`src/rtl/calc_pkg.sv`:
```
// Shared types and constants for the calculator operand-entry/execute stage.
package calc_pkg;

  localparam int CALC_WIDTH = 8;

  typedef enum logic [1:0] {
    OP_ADD = 2'b00,
    OP_SUB = 2'b01,
    OP_MUL = 2'b10,
    OP_DIV = 2'b11
  } op_t;

  typedef enum logic [2:0] {
    IDLE,
    GOT_A,
    GOT_OP,
    EXEC,
    DONE
  } state_t;

  localparam logic [1:0] PHASE_IDLE   = 2'd0;
  localparam logic [1:0] PHASE_GOT_A  = 2'd1;
  localparam logic [1:0] PHASE_GOT_OP = 2'd2;
  localparam logic [1:0] PHASE_EXEC   = 2'd3;

  // DONE shares the IDLE code so the display shows "ready for A" after a result.
  function automatic logic [1:0] phase_of(input state_t s);
    case (s)
      GOT_A:   return PHASE_GOT_A;
      GOT_OP:  return PHASE_GOT_OP;
      EXEC:    return PHASE_EXEC;
      default: return PHASE_IDLE;
    endcase
  endfunction

endpackage

```
`src/rtl/calc_entry_seq_if.sv`:
```
// Entry/result bundle between the pin-level wrapper and calc_entry_seq.
interface calc_entry_seq_if #(
  parameter int WIDTH = calc_pkg::CALC_WIDTH
);
  logic [WIDTH-1:0] entry_data;
  logic             entry_stb;
  logic             clear;
  logic [WIDTH-1:0] result;
  logic             result_valid;
  logic             busy;
  logic             carry;
  logic             err;
  logic [1:0]       phase;

  modport master (
    output entry_data, entry_stb, clear,
    input  result, result_valid, busy, carry, err, phase
  );

  modport slave (
    input  entry_data, entry_stb, clear,
    output result, result_valid, busy, carry, err, phase
  );
endinterface

```
`src/rtl/calc_stb_sync.sv`:
```
// Multi-flop synchronizer for an asynchronous level, plus a one-cycle rising-edge pulse.
module calc_stb_sync #(
  parameter int SYNC_STAGES = 2
) (
  input  logic clk,
  input  logic rst_n,
  input  logic async_in,
  output logic level,
  output logic pulse
);

  logic [SYNC_STAGES-1:0] sync_ff;
  logic                   level_q;

  always_ff @(posedge clk or negedge rst_n) begin
    if (!rst_n) begin
      sync_ff <= '0;
      level_q <= 1'b0;
    end else begin
      sync_ff <= {sync_ff[SYNC_STAGES-2:0], async_in};
      level_q <= sync_ff[SYNC_STAGES-1];
    end
  end

  assign level = sync_ff[SYNC_STAGES-1];
  assign pulse = sync_ff[SYNC_STAGES-1] & ~level_q;

endmodule

```
`src/rtl/calc_entry_seq.sv`:
```
// Operand entry (A, op, B via strobed bytes) and execution: 1-cycle add/sub,
// WIDTH-cycle shift-add multiply and restoring divide.
//
// state  | meaning
// IDLE   | waiting for operand A
// GOT_A  | A held, waiting for opcode
// GOT_OP | opcode held, waiting for operand B
// EXEC   | computing; busy high
// DONE   | result and flags valid; next strobe starts a new A
module calc_entry_seq
  import calc_pkg::*;
#(
  parameter int WIDTH       = CALC_WIDTH,
  parameter int SYNC_STAGES = 2
) (
  input logic            clk,
  input logic            rst_n,
  input logic            ena,
  calc_entry_seq_if.slave bus
);

  localparam int            CW       = (WIDTH > 1) ? $clog2(WIDTH) : 1;
  localparam logic [CW-1:0] CNT_LAST = CW'(WIDTH - 1);

  logic stb_level, stb_pulse, clr_level, clr_pulse;
  logic unused_sync;

  calc_stb_sync #(.SYNC_STAGES(SYNC_STAGES)) u_stb_sync (
    .clk      (clk),
    .rst_n    (rst_n),
    .async_in (bus.entry_stb),
    .level    (stb_level),
    .pulse    (stb_pulse)
  );

  calc_stb_sync #(.SYNC_STAGES(SYNC_STAGES)) u_clr_sync (
    .clk      (clk),
    .rst_n    (rst_n),
    .async_in (bus.clear),
    .level    (clr_level),
    .pulse    (clr_pulse)
  );

  assign unused_sync = &{1'b0, stb_level, clr_pulse};

  state_t           state;
  op_t              op_reg;
  logic [WIDTH-1:0] a_reg, b_reg;
  logic [WIDTH-1:0] acc_hi, acc_lo;
  logic [CW-1:0]    cnt;

  logic [WIDTH-1:0] result_q;
  logic             valid_q, busy_q, carry_q, err_q;
  logic [1:0]       phase_q;

  logic [WIDTH:0]   add_sum;
  logic [WIDTH-1:0] sub_diff;
  logic             sub_borrow;
  logic [WIDTH:0]   mul_sum;
  logic [WIDTH-1:0] mul_hi_n, mul_lo_n;
  logic [WIDTH:0]   div_shift, div_diff;
  logic             div_ge;
  logic [WIDTH-1:0] div_hi_n, div_lo_n;
  logic             exec_last;

  // MUL: {acc_hi,acc_lo} starts as {0,B}; each step adds A on the LSB and shifts right.
  // DIV: acc_hi is the running remainder, acc_lo shifts the dividend out and quotient in.
  always_comb begin
    add_sum    = {1'b0, a_reg} + {1'b0, b_reg};
    sub_diff   = a_reg - b_reg;
    sub_borrow = (a_reg < b_reg);

    mul_sum  = {1'b0, acc_hi} + (acc_lo[0] ? {1'b0, a_reg} : '0);
    mul_hi_n = mul_sum[WIDTH:1];
    mul_lo_n = {mul_sum[0], acc_lo[WIDTH-1:1]};

    div_shift = {acc_hi, acc_lo[WIDTH-1]};
    div_diff  = div_shift - {1'b0, b_reg};
    div_ge    = (div_shift >= {1'b0, b_reg});
    div_hi_n  = div_ge ? div_diff[WIDTH-1:0] : div_shift[WIDTH-1:0];
    div_lo_n  = {acc_lo[WIDTH-2:0], div_ge};

    exec_last = 1'b0;
    case (op_reg)
      OP_ADD, OP_SUB: exec_last = 1'b1;
      OP_MUL:         exec_last = (cnt == CNT_LAST);
      default:        exec_last = (b_reg == '0) || (cnt == CNT_LAST);
    endcase
  end

  always_ff @(posedge clk or negedge rst_n) begin
    if (!rst_n) begin
      state    <= IDLE;
      op_reg   <= OP_ADD;
      a_reg    <= '0;
      b_reg    <= '0;
      acc_hi   <= '0;
      acc_lo   <= '0;
      cnt      <= '0;
      result_q <= '0;
      valid_q  <= 1'b0;
      busy_q   <= 1'b0;
      carry_q  <= 1'b0;
      err_q    <= 1'b0;
      phase_q  <= PHASE_IDLE;
    end else if (ena) begin
      if (clr_level) begin
        state    <= IDLE;
        cnt      <= '0;
        result_q <= '0;
        valid_q  <= 1'b0;
        busy_q   <= 1'b0;
        carry_q  <= 1'b0;
        err_q    <= 1'b0;
        phase_q  <= PHASE_IDLE;
      end else begin
        case (state)
          IDLE: begin
            if (stb_pulse) begin
              a_reg   <= bus.entry_data;
              state   <= GOT_A;
              phase_q <= phase_of(GOT_A);
            end
          end

          GOT_A: begin
            if (stb_pulse) begin
              op_reg  <= op_t'(bus.entry_data[1:0]);
              state   <= GOT_OP;
              phase_q <= phase_of(GOT_OP);
            end
          end

          GOT_OP: begin
            if (stb_pulse) begin
              b_reg   <= bus.entry_data;
              acc_hi  <= '0;
              acc_lo  <= (op_reg == OP_MUL) ? bus.entry_data : a_reg;
              cnt     <= '0;
              busy_q  <= 1'b1;
              state   <= EXEC;
              phase_q <= phase_of(EXEC);
            end
          end

          EXEC: begin
            case (op_reg)
              OP_ADD: {carry_q, result_q} <= add_sum;
              OP_SUB: begin
                result_q <= sub_diff;
                carry_q  <= sub_borrow;
              end
              OP_MUL: begin
                acc_hi <= mul_hi_n;
                acc_lo <= mul_lo_n;
                cnt    <= cnt + CW'(1);
                if (cnt == CNT_LAST) begin
                  result_q <= mul_lo_n;
                  carry_q  <= |mul_hi_n;
                end
              end
              default: begin
                if (b_reg == '0) begin
                  result_q <= '1;
                  err_q    <= 1'b1;
                end else begin
                  acc_hi <= div_hi_n;
                  acc_lo <= div_lo_n;
                  cnt    <= cnt + CW'(1);
                  if (cnt == CNT_LAST) result_q <= div_lo_n;
                end
              end
            endcase
            if (exec_last) begin
              busy_q  <= 1'b0;
              valid_q <= 1'b1;
              state   <= DONE;
              phase_q <= phase_of(DONE);
            end
          end

          DONE: begin
            if (stb_pulse) begin
              a_reg   <= bus.entry_data;
              valid_q <= 1'b0;
              carry_q <= 1'b0;
              err_q   <= 1'b0;
              state   <= GOT_A;
              phase_q <= phase_of(GOT_A);
            end
          end

          default: begin
            state   <= IDLE;
            phase_q <= PHASE_IDLE;
          end
        endcase
      end
    end
  end

  assign bus.result       = result_q;
  assign bus.result_valid = valid_q;
  assign bus.busy         = busy_q;
  assign bus.carry        = carry_q;
  assign bus.err          = err_q;
  assign bus.phase        = phase_q;

endmodule

```
`src/flat_wrapper.sv`:
```
// flat-port wrapper written by rule: the top's interface ports become plain ports
module calc_entry_seq_flat import calc_pkg::*;
#(
  parameter int WIDTH       = CALC_WIDTH,
  parameter int SYNC_STAGES = 2
)
  (clk, rst_n, ena, bus_entry_data, bus_entry_stb, bus_clear, bus_result, bus_result_valid, bus_busy, bus_carry, bus_err, bus_phase);
  calc_entry_seq_if #(.WIDTH(WIDTH)) bus_i ();
  input logic clk;
  input logic rst_n;
  input logic ena;
  input wire logic [$bits(bus_i.entry_data)-1:0] bus_entry_data;
  input wire logic [$bits(bus_i.entry_stb)-1:0] bus_entry_stb;
  input wire logic [$bits(bus_i.clear)-1:0] bus_clear;
  output wire logic [$bits(bus_i.result)-1:0] bus_result;
  output wire logic [$bits(bus_i.result_valid)-1:0] bus_result_valid;
  output wire logic [$bits(bus_i.busy)-1:0] bus_busy;
  output wire logic [$bits(bus_i.carry)-1:0] bus_carry;
  output wire logic [$bits(bus_i.err)-1:0] bus_err;
  output wire logic [$bits(bus_i.phase)-1:0] bus_phase;
  assign bus_i.entry_data = bus_entry_data;
  assign bus_i.entry_stb = bus_entry_stb;
  assign bus_i.clear = bus_clear;
  assign bus_result = bus_i.result;
  assign bus_result_valid = bus_i.result_valid;
  assign bus_busy = bus_i.busy;
  assign bus_carry = bus_i.carry;
  assign bus_err = bus_i.err;
  assign bus_phase = bus_i.phase;
  calc_entry_seq #(.WIDTH(WIDTH), .SYNC_STAGES(SYNC_STAGES)) u_core (.clk(clk), .rst_n(rst_n), .ena(ena), .bus(bus_i));
endmodule
```
`config.mk`:
```
export PLATFORM = sky130hd
export DESIGN_NAME = calc_entry_seq_flat
export DESIGN_NICKNAME = d
export VERILOG_FILES = /design/src/rtl/calc_pkg.sv /design/src/rtl/calc_entry_seq_if.sv /design/src/rtl/calc_stb_sync.sv /design/src/rtl/calc_entry_seq.sv /design/src/flat_wrapper.sv
export SDC_FILE = /design/constraint.sdc
export NUM_CORES = 1
export LEC_CHECK = 0
export CAP_MARGIN = 20
export CORE_ASPECT_RATIO = 2
export CORE_MARGIN = 10
export CORE_UTILIZATION = 55
export CTS_CLUSTER_DIAMETER = 120
export CTS_CLUSTER_SIZE = 10
export DETAILED_ROUTE_END_ITERATION = 8
export GPL_TIMING_DRIVEN = 0
export PLACE_DENSITY_LB_ADDON = 0.12
export SETUP_SLACK_MARGIN = 0.5
export SLEW_MARGIN = 20
export SYNTH_ARGS = -nofsm -noshare
export SYNTH_HDL_FRONTEND = slang
export SYNTH_SLANG_ARGS = --single-unit
```
`constraint.sdc`:
```
create_clock -name clk -period 2.45 [get_ports clk]
set_input_delay 0.49 -clock clk [delete_from_list [all_inputs] [get_ports clk]]
set_output_delay 0.49 -clock clk [all_outputs]
set_load 0.005 [all_outputs]
```
==> impl_metrics.py, run 1 <==
metrics = {
    "placement": {
        "finalWeightedCongestion": 0.938,
        "dpl_worst_slack_ps": -373,
        "dp_hpwl_mm": 11.0,
        "placed_area_sq_um": 5130,
        "io_buffers": 26,
    },
    "power": {
        "fin_total_pwr_w": 0.00913,
        "power.density_nw_per_um2": 1390,
        "p_leak_nw": 2.81,
        "ir_drop_mv": 0.776,
    },
    "critical_path": {
        "path_cells": "buf_8 > and2_4 > ha_4 > fa_2 > a21o_4 > a221oi_4 > buf_4 > xnor2_2 > o2bb2ai_1 > a31oi_1 > o21ai_1",
        "endpoint_kind": "flop",
        "rr_endpoint": "u_core.acc_hi[5]",
        "timing.rr.start": "u_core.acc_lo[0]",
        "crit_end": "u_core.acc_hi[5]",
        "cp.arrival_ps": 2670,
        "worstSetupStartpoint": "u_core.acc_lo[0]",
        "cp_slowest_cell": "dfrtp_1",
        "worst_path_largest_cell_delay_ps": 410,
        "cp.depth": 11,
        "critPathBufInv": 2,
        "worstSetupPathType": "reg2reg",
        "crit_family": "compound AO/OA/AOI/OAI gates",
        "start_kind": "flop",
        "cp_max_fo": 8,
        "cp.required_ps": 2660,
        "rrSetupSlack_ps": -10,
        "reg2reg_depth": 11,
    },
    "synthesis": {
        "synthAdderAreaFrac_pct": 12.2,
        "synth_simple_gate_area_share_pct": 13.4,
        "syn_area_sq_um": 4560,
        "synth_top_area_share_pct": 32.4,
        "netlist_instances": 457,
        "ys_ff_latch": 59,
        "yosys.area.top_type": "dfrtp_1",
        "synth-async-reset-ratio_pct": 100,
        "yosysWarnings": 0,
        "synth_cell_types": 76,
        "synth_xor_area_share_pct": 2.88,
        "synth_compound_area_share_pct": 20.6,
        "synth_edf_count": 0,
        "ys_seq_area_share_pct": 32.4,
        "yosys_most_used_dff": "dfrtp_1",
        "synth_top_family_by_area": "compound AO/OA/AOI/OAI gates",
        "synth_mux_area_share_pct": 12.9,
        "synthTopCellsByArea": "dfrtp_1 (32%), ha_1 (10%), mux2_2 (6.4%)",
        "avgSynthCellArea_sq_um": 9.98,
        "synth_nets": 512,
    },
    "clock_tree": {
        "clock_sinks": 59,
        "clkTransAtPathRegs_ps": 60,
        "root_buffer": "clkbuf_16",
        "clk_latency_ps": 340,
        "max-clock-path-buffers": 2,
        "ctsHoldBuffers": 0,
        "htreeDepth": 3,
        "cts_tree": "done",
        "numCtsBuffers": 9,
    },
    "drt": {
        "wirelength_mm": 16.4,
        "dr_total_vias": 4287,
        "drc": 0,
        "drt-initial-drc-count": 354,
        "drtPass1Iterations": 5,
        "wl_per_cell_um": 25.3,
        "ant_nets": 0,
        "via_per_inst": 6.60,
    },
    "finish": {
        "final_cell_mix": "dfrtp_1 (46), buf_4 (43), nand2_1 (34)",
        "drive_gt1_share_pct": 42.6,
        "fin_area_sq_um": 6570,
        "antenna_cells": 0,
        "mostFrequentLayoutCell": "dfrtp_1",
        "nets": 602,
        "syn_to_final_growth_pct": 43.9,
        "final_util_pct": 80.3,
    },
    "sta": {
        "post-route-period-util_pct": 100,
        "relSlewSlack_pct": 65.6,
        "clock_skew_ps": 10.5,
        "worst_slew_pin_slew_ps": 516,
        "finalMaxSlewViolations": 0,
        "setup_tns_ps": -23.7,
        "rsz0062_at_grt": "true",
        "fin_ws_ps": -11.9,
        "hold_viol_final": 0,
        "max_freq_ghz": 0.406,
        "fin_crit_ps": 2460,
        "setup_viol": 2,
    },
    "die": {
        "io_pins": 27,
        "initial_utilization_pct": 55.8,
        "fp.dieH_um": 149,
        "die_area_sq_um": 12600,
        "num_rows": 47,
        "coreArea_sq_um": 8170,
        "die_x_um": 84.4,
    },
    "grt": {
        "grt_pass1_vias": 4594,
        "grt_pass1_wl_mm": 25.2,
        "antenna_found_initial": 0,
        "grt_use_total_pct": 25.9,
        "grt_max_degree": 44,
        "grt_overflow": 0,
    },
    "job": {
        "maxCapViolCount": 0,
    },
    "status": {
        "run_status": "finished, violations left",
        "violations": "setup timing",
    },
    "hold_path": {
        "min_path_type": "in2async",
    },
}
-- per-stage QoR --
stage / std cells / hold WS [ps]
2_1_floorplan: 457 / 194
3_3_place_gp: 581 / 336
3_5_place_dp: 582 / 338
4_1_cts: 645 / 27.4
5_1_grt: 650 / 41.7
6_report: 650 / 19.8
-- layer usage --
layer	vias up	track usage, %	wire length, um
met2	213	47.4	8930
met1	2116	24.5	5470
met5	-	0	0
li1	1878	-	-
met3	80	4.32	736
met4	0	20.9	1300
-- what timing repair did --
item | CTS | global route
hold endpoints to repair | 0 | 0
pin swaps | 53 | 29
gates cloned | 1 | 0
gates resized for setup | 127 | 26
endpoints found under the setup margin | 47 | 40
setup buffers | 46 | 5
-- worst min path at each step --
stage                                 start                           end  slack (ps)  cells after the start
2_1_floorplan                         rst_n               u_core.a_reg[0]         190                      0
3_3_place_gp   u_core.u_clr_sync.sync_ff[0]  u_core.u_clr_sync.sync_ff[1]         340                      0
3_5_place_dp   u_core.u_stb_sync.sync_ff[0]  u_core.u_stb_sync.sync_ff[1]         340                      0
4_1_cts                               rst_n              u_core.acc_hi[1]          30                      1
5_1_grt                               rst_n              u_core.acc_hi[1]          40                      1
6_report                              rst_n              u_core.acc_hi[1]          20                      1
-- kinds of logic after synthesis --
family,after synthesis
XOR/XNOR,15
adder cells (fa/ha/maj),42
AND/OR/NAND/NOR,113
multiplexers,45
AO/OA/AOI/OAI,131
flip-flops,59
buffers and inverters,52
-- power breakdown --
part           internal [W]  leakage, nW  switching (W)  total [W]
clock network       0.00102        0.163       0.000471    0.00149
logic               0.00300         1.89        0.00304    0.00604
registers           0.00124        0.756       0.000356    0.00160
-- cell type report --
class	count	area, sq um
inverter	27	109
fill	457	1610
tap	98	123
timing repair buffer	78	722
clock buffer	12	246
sequential	59	1490
clock inverter	4	97.6
multi-input combinational	347	3510
buffer	25	270
-- Yosys cell counts (8+ instances only) --
| cell | instances |
|---|---|
| a21o_1 | 14 |
| a21oi_1 | 27 |
| a221oi_1 | 8 |
| and2_1 | 8 |
| clkbuf_1 | 11 |
| dfrtp_1 | 59 |
| ha_1 | 38 |
| inv_1 | 27 |
| mux2_2 | 26 |
| mux2i_1 | 10 |
| nand2_1 | 38 |
| nor2_1 | 19 |
| o21ai_0 | 24 |
| o221ai_1 | 8 |
| xor2_1 | 8 |
Note: power is estimated with default switching activity, not from simulation.
==> run 2: changes to the inputs <==
--- a/config.mk
+++ b/config.mk
@@ -5,6 +5,7 @@
 export SDC_FILE = /design/constraint.sdc
 export NUM_CORES = 1
 export LEC_CHECK = 0
+export ABC_AREA = 1
 export CAP_MARGIN = 20
 export CORE_ASPECT_RATIO = 2
 export CORE_MARGIN = 10
==> run 2 against run 1 <==
Effect of this change:
- the flow now finishes without violations
- first-iteration DRC count up 7.6%
- non-clock buffer count down 12
- global-route usage down 1.8 points
- synthesized cell count up 48%
- setup slack better by 240 ps
- combinational power up 14%
- highest routed layer unchanged
- routed wire length up 3.4%
- critical endpoint is now u_core.bus.carry
- clock power down 15%
==> impl_metrics.py, run 2 <==
metrics = {
    "clock_tree": {
        "root_buffer": "clkbuf_16",
        "clkTransAtPathRegs_ps": 60,
        "clock_sinks": 59,
        "cts_tree": "done",
        "ctsHoldBuffers": 0,
        "htreeDepth": 3,
        "numCtsBuffers": 9,
        "max-clock-path-buffers": 2,
        "clk_latency_ps": 330,
    },
    "grt": {
        "grtUsageMet1_pct": 20.5,
        "grt_overflow": 0,
        "use_met2_pct": 45.6,
        "grt_use_total_pct": 24.1,
        "grt_pass1_vias": 5079,
        "use_met3_pct": 4.07,
        "grt_pass1_wl_mm": 24.5,
        "grt_max_degree": 60,
        "busiest_layer": "met2",
        "antenna_found_initial": 0,
    },
    "sta": {
        "rsz0062_at_grt": "true",
        "hold_viol_final": 0,
        "max_freq_ghz": 0.449,
        "post-route-period-util_pct": 90.8,
        "worst_slew_pin_slew_ps": 409,
        "fin_ws_ps": 225,
        "relSlewSlack_pct": 72.7,
        "fin_hold_ws_ps": 148,
        "fin_crit_ps": 2230,
        "setup_viol": 0,
        "clock_skew_ps": 7.80,
        "finalMaxSlewViolations": 0,
    },
    "finish": {
        "multi_input_area_sq_um": 3370,
        "antenna_cells": 0,
        "drive_gt1_share_pct": 31.1,
        "fin_cells": 869,
        "final_util_pct": 76.5,
        "fillers": 589,
        "regArea_sq_um": 1500,
        "syn_to_final_growth_pct": 37.0,
        "nets": 819,
        "mostFrequentLayoutCell": "nand2_1",
        "final_cell_mix": "nand2_1 (186), inv_1 (73), buf_4 (47)",
    },
    "placement": {
        "finalWeightedCongestion": 0.930,
        "placed_cells": 805,
        "dp_hpwl_mm": 11.4,
        "dpl_worst_slack_ps": 202,
        "io_buffers": 26,
    },
    "drt": {
        "wl_per_cell_um": 19.6,
        "drc": 0,
        "via_per_inst": 5.92,
        "dr_total_vias": 5144,
        "wirelength_mm": 17.0,
        "ant_nets": 0,
        "drt-initial-drc-count": 381,
        "drtPass1Iterations": 5,
    },
    "synthesis": {
        "synth_cell_types": 47,
        "syn_area_sq_um": 4760,
        "synth.most_common_cell": "nand2_1",
        "ys_seq_area_share_pct": 31.0,
        "yosys_most_used_dff": "dfrtp_1",
        "yosys.area.top_type": "dfrtp_1",
        "synth-async-reset-ratio_pct": 100,
        "synthTopCellsByArea": "dfrtp_1 (31%), nand2_1 (16%), ha_1 (10%)",
        "avgSynthCellArea_sq_um": 7.02,
        "yosysWarnings": 0,
        "ys_ff_latch": 59,
        "synth_top_area_share_pct": 31.0,
        "synth_edf_count": 0,
        "netlist_instances": 678,
        "synthTopCellsByCount": "nand2_1 (207), inv_1 (93), dfrtp_1 (59)",
        "synth_nets": 733,
    },
    "power": {
        "swShare_pct": 49.5,
        "p_leak_nw": 3.33,
        "internal_power_w": 0.00496,
        "power.density_nw_per_um2": 1510,
        "pwr-share-seq_pct": 17.3,
        "fin_total_pwr_w": 0.00983,
        "p_sw_w": 0.00486,
        "ir_drop_mv": 0.799,
        "p_clk_share_pct": 12.9,
        "power_frac_comb_pct": 69.8,
    },
    "die": {
        "die_x_um": 85.8,
        "fp.dieH_um": 152,
        "io_pins": 27,
        "initial_utilization_pct": 55.8,
        "coreArea_sq_um": 8530,
        "die_area_sq_um": 13000,
        "num_rows": 48,
    },
    "critical_path": {
        "cp.arrival_ps": 2450,
        "critPathBufInv": 2,
        "cp.required_ps": 2670,
        "worst_path_most_repeated_cell": "nand2_1",
        "path_cells": "buf_8 > nand2_4 > inv_2 > ha_4 > fa_2 > nand2_2 > nand2_2 > nand3b_1 > nand2_1 > nand2_1 > nand2_1 > nor2_1 > nand2_1 > nand2_1 > nand3_1 > nand2_1 > nand2_1",
        "worstSetupPathType": "reg2reg",
        "rr_endpoint": "u_core.bus.carry",
        "timing.rr.start": "u_core.acc_lo[0]",
        "cp_max_fo": 8,
        "cp_slowest_cell": "fa_2",
        "worstSetupStartpoint": "u_core.acc_lo[0]",
        "endpoint_kind": "flop",
        "worst_path_largest_cell_delay_ps": 390,
        "start_kind": "flop",
        "rrSetupSlack_ps": 220,
        "crit_family": "simple AND/OR/NAND/NOR gates",
        "reg2reg_depth": 17,
    },
    "status": {
        "run_status": "complete, no violations",
    },
    "job": {
        "maxCapViolCount": 0,
    },
    "hold_path": {
        "min_path_type": "in2async",
    },
}
## run 2: cell count changes in the layout (fill, tap and decap cells not counted), sizes merged, moves of 8 or more
cell	delta
nor2	+32
a21o	-14
and2	-8
mux4	-8
mux2i	-10
a221oi	-8
mux2	-24
nand3	+45
inv	+73
clkbuf	-10
o21ai	+25
nand2	+180
## run 2: repair_timing
action,4_1_cts,5_1_grt
pin swaps,8,45
gates cloned,1,0
resized for setup,63,140
setup buffers,17,30
setup endpoints to repair,32,41
## run 2: stage by stage
stage               area (sq um)  setup TNS (ps)
floorplan                   4770               0
global placement            5160          -53440
detailed placement          5180               0
CTS                         5810               0
global route                6520               0
finish                      6520               0
## run 2: worst max-delay path by stage
stage | cells past startpoint | end
2_1_floorplan | 17 | u_core.bus.carry
3_5_place_dp | 17 | u_core.bus.carry
6_report | 17 | u_core.bus.carry
5_1_grt | 17 | u_core.bus.carry
4_1_cts | 17 | u_core.bus.carry
3_3_place_gp | 1 | u_core.acc_lo[6]
## run 2: area by class of cell
type | instances | area share [%]
buffer | 16 | 2.36
clock buffer | 9 | 3.45
clock inverter | 7 | 1.15
inverter | 99 | 6.12
multi-input combinational | 504 | 51.7
sequential | 59 | 23.0
tap | 100 | 1.92
timing repair buffer | 75 | 10.3
## run 2: logic make-up after synthesis
group / share of synthesized area, %
buffers and inverters: 10.1
AOI/OAI and AO/OA: 13.3
DFF: 31.0
xor gates and xnor gates: 1.10
and+or+nand+nor: 32.1
muxes: 0.789
adders and majority gates: 11.7
## run 2: routing by layer
metal,vias up,part of all wire (%)
met1,2424,32
li1,2367,-
met3,108,4.9
met4,0,11
met2,245,52
met5,-,0
## run 2: power by group through the flow
stage / combinational [W] / clock, W / sequential (W)
2_1_floorplan: 0.00322 / 0 / 0.00149
3_3_place_gp: 0.00425 / 0 / 0.00164
3_5_place_dp: 0.00432 / 0 / 0.00165
4_1_cts: 0.00501 / 0.00128 / 0.00164
5_1_grt: 0.00743 / 0.00132 / 0.00171
6_report: 0.00686 / 0.00127 / 0.00170
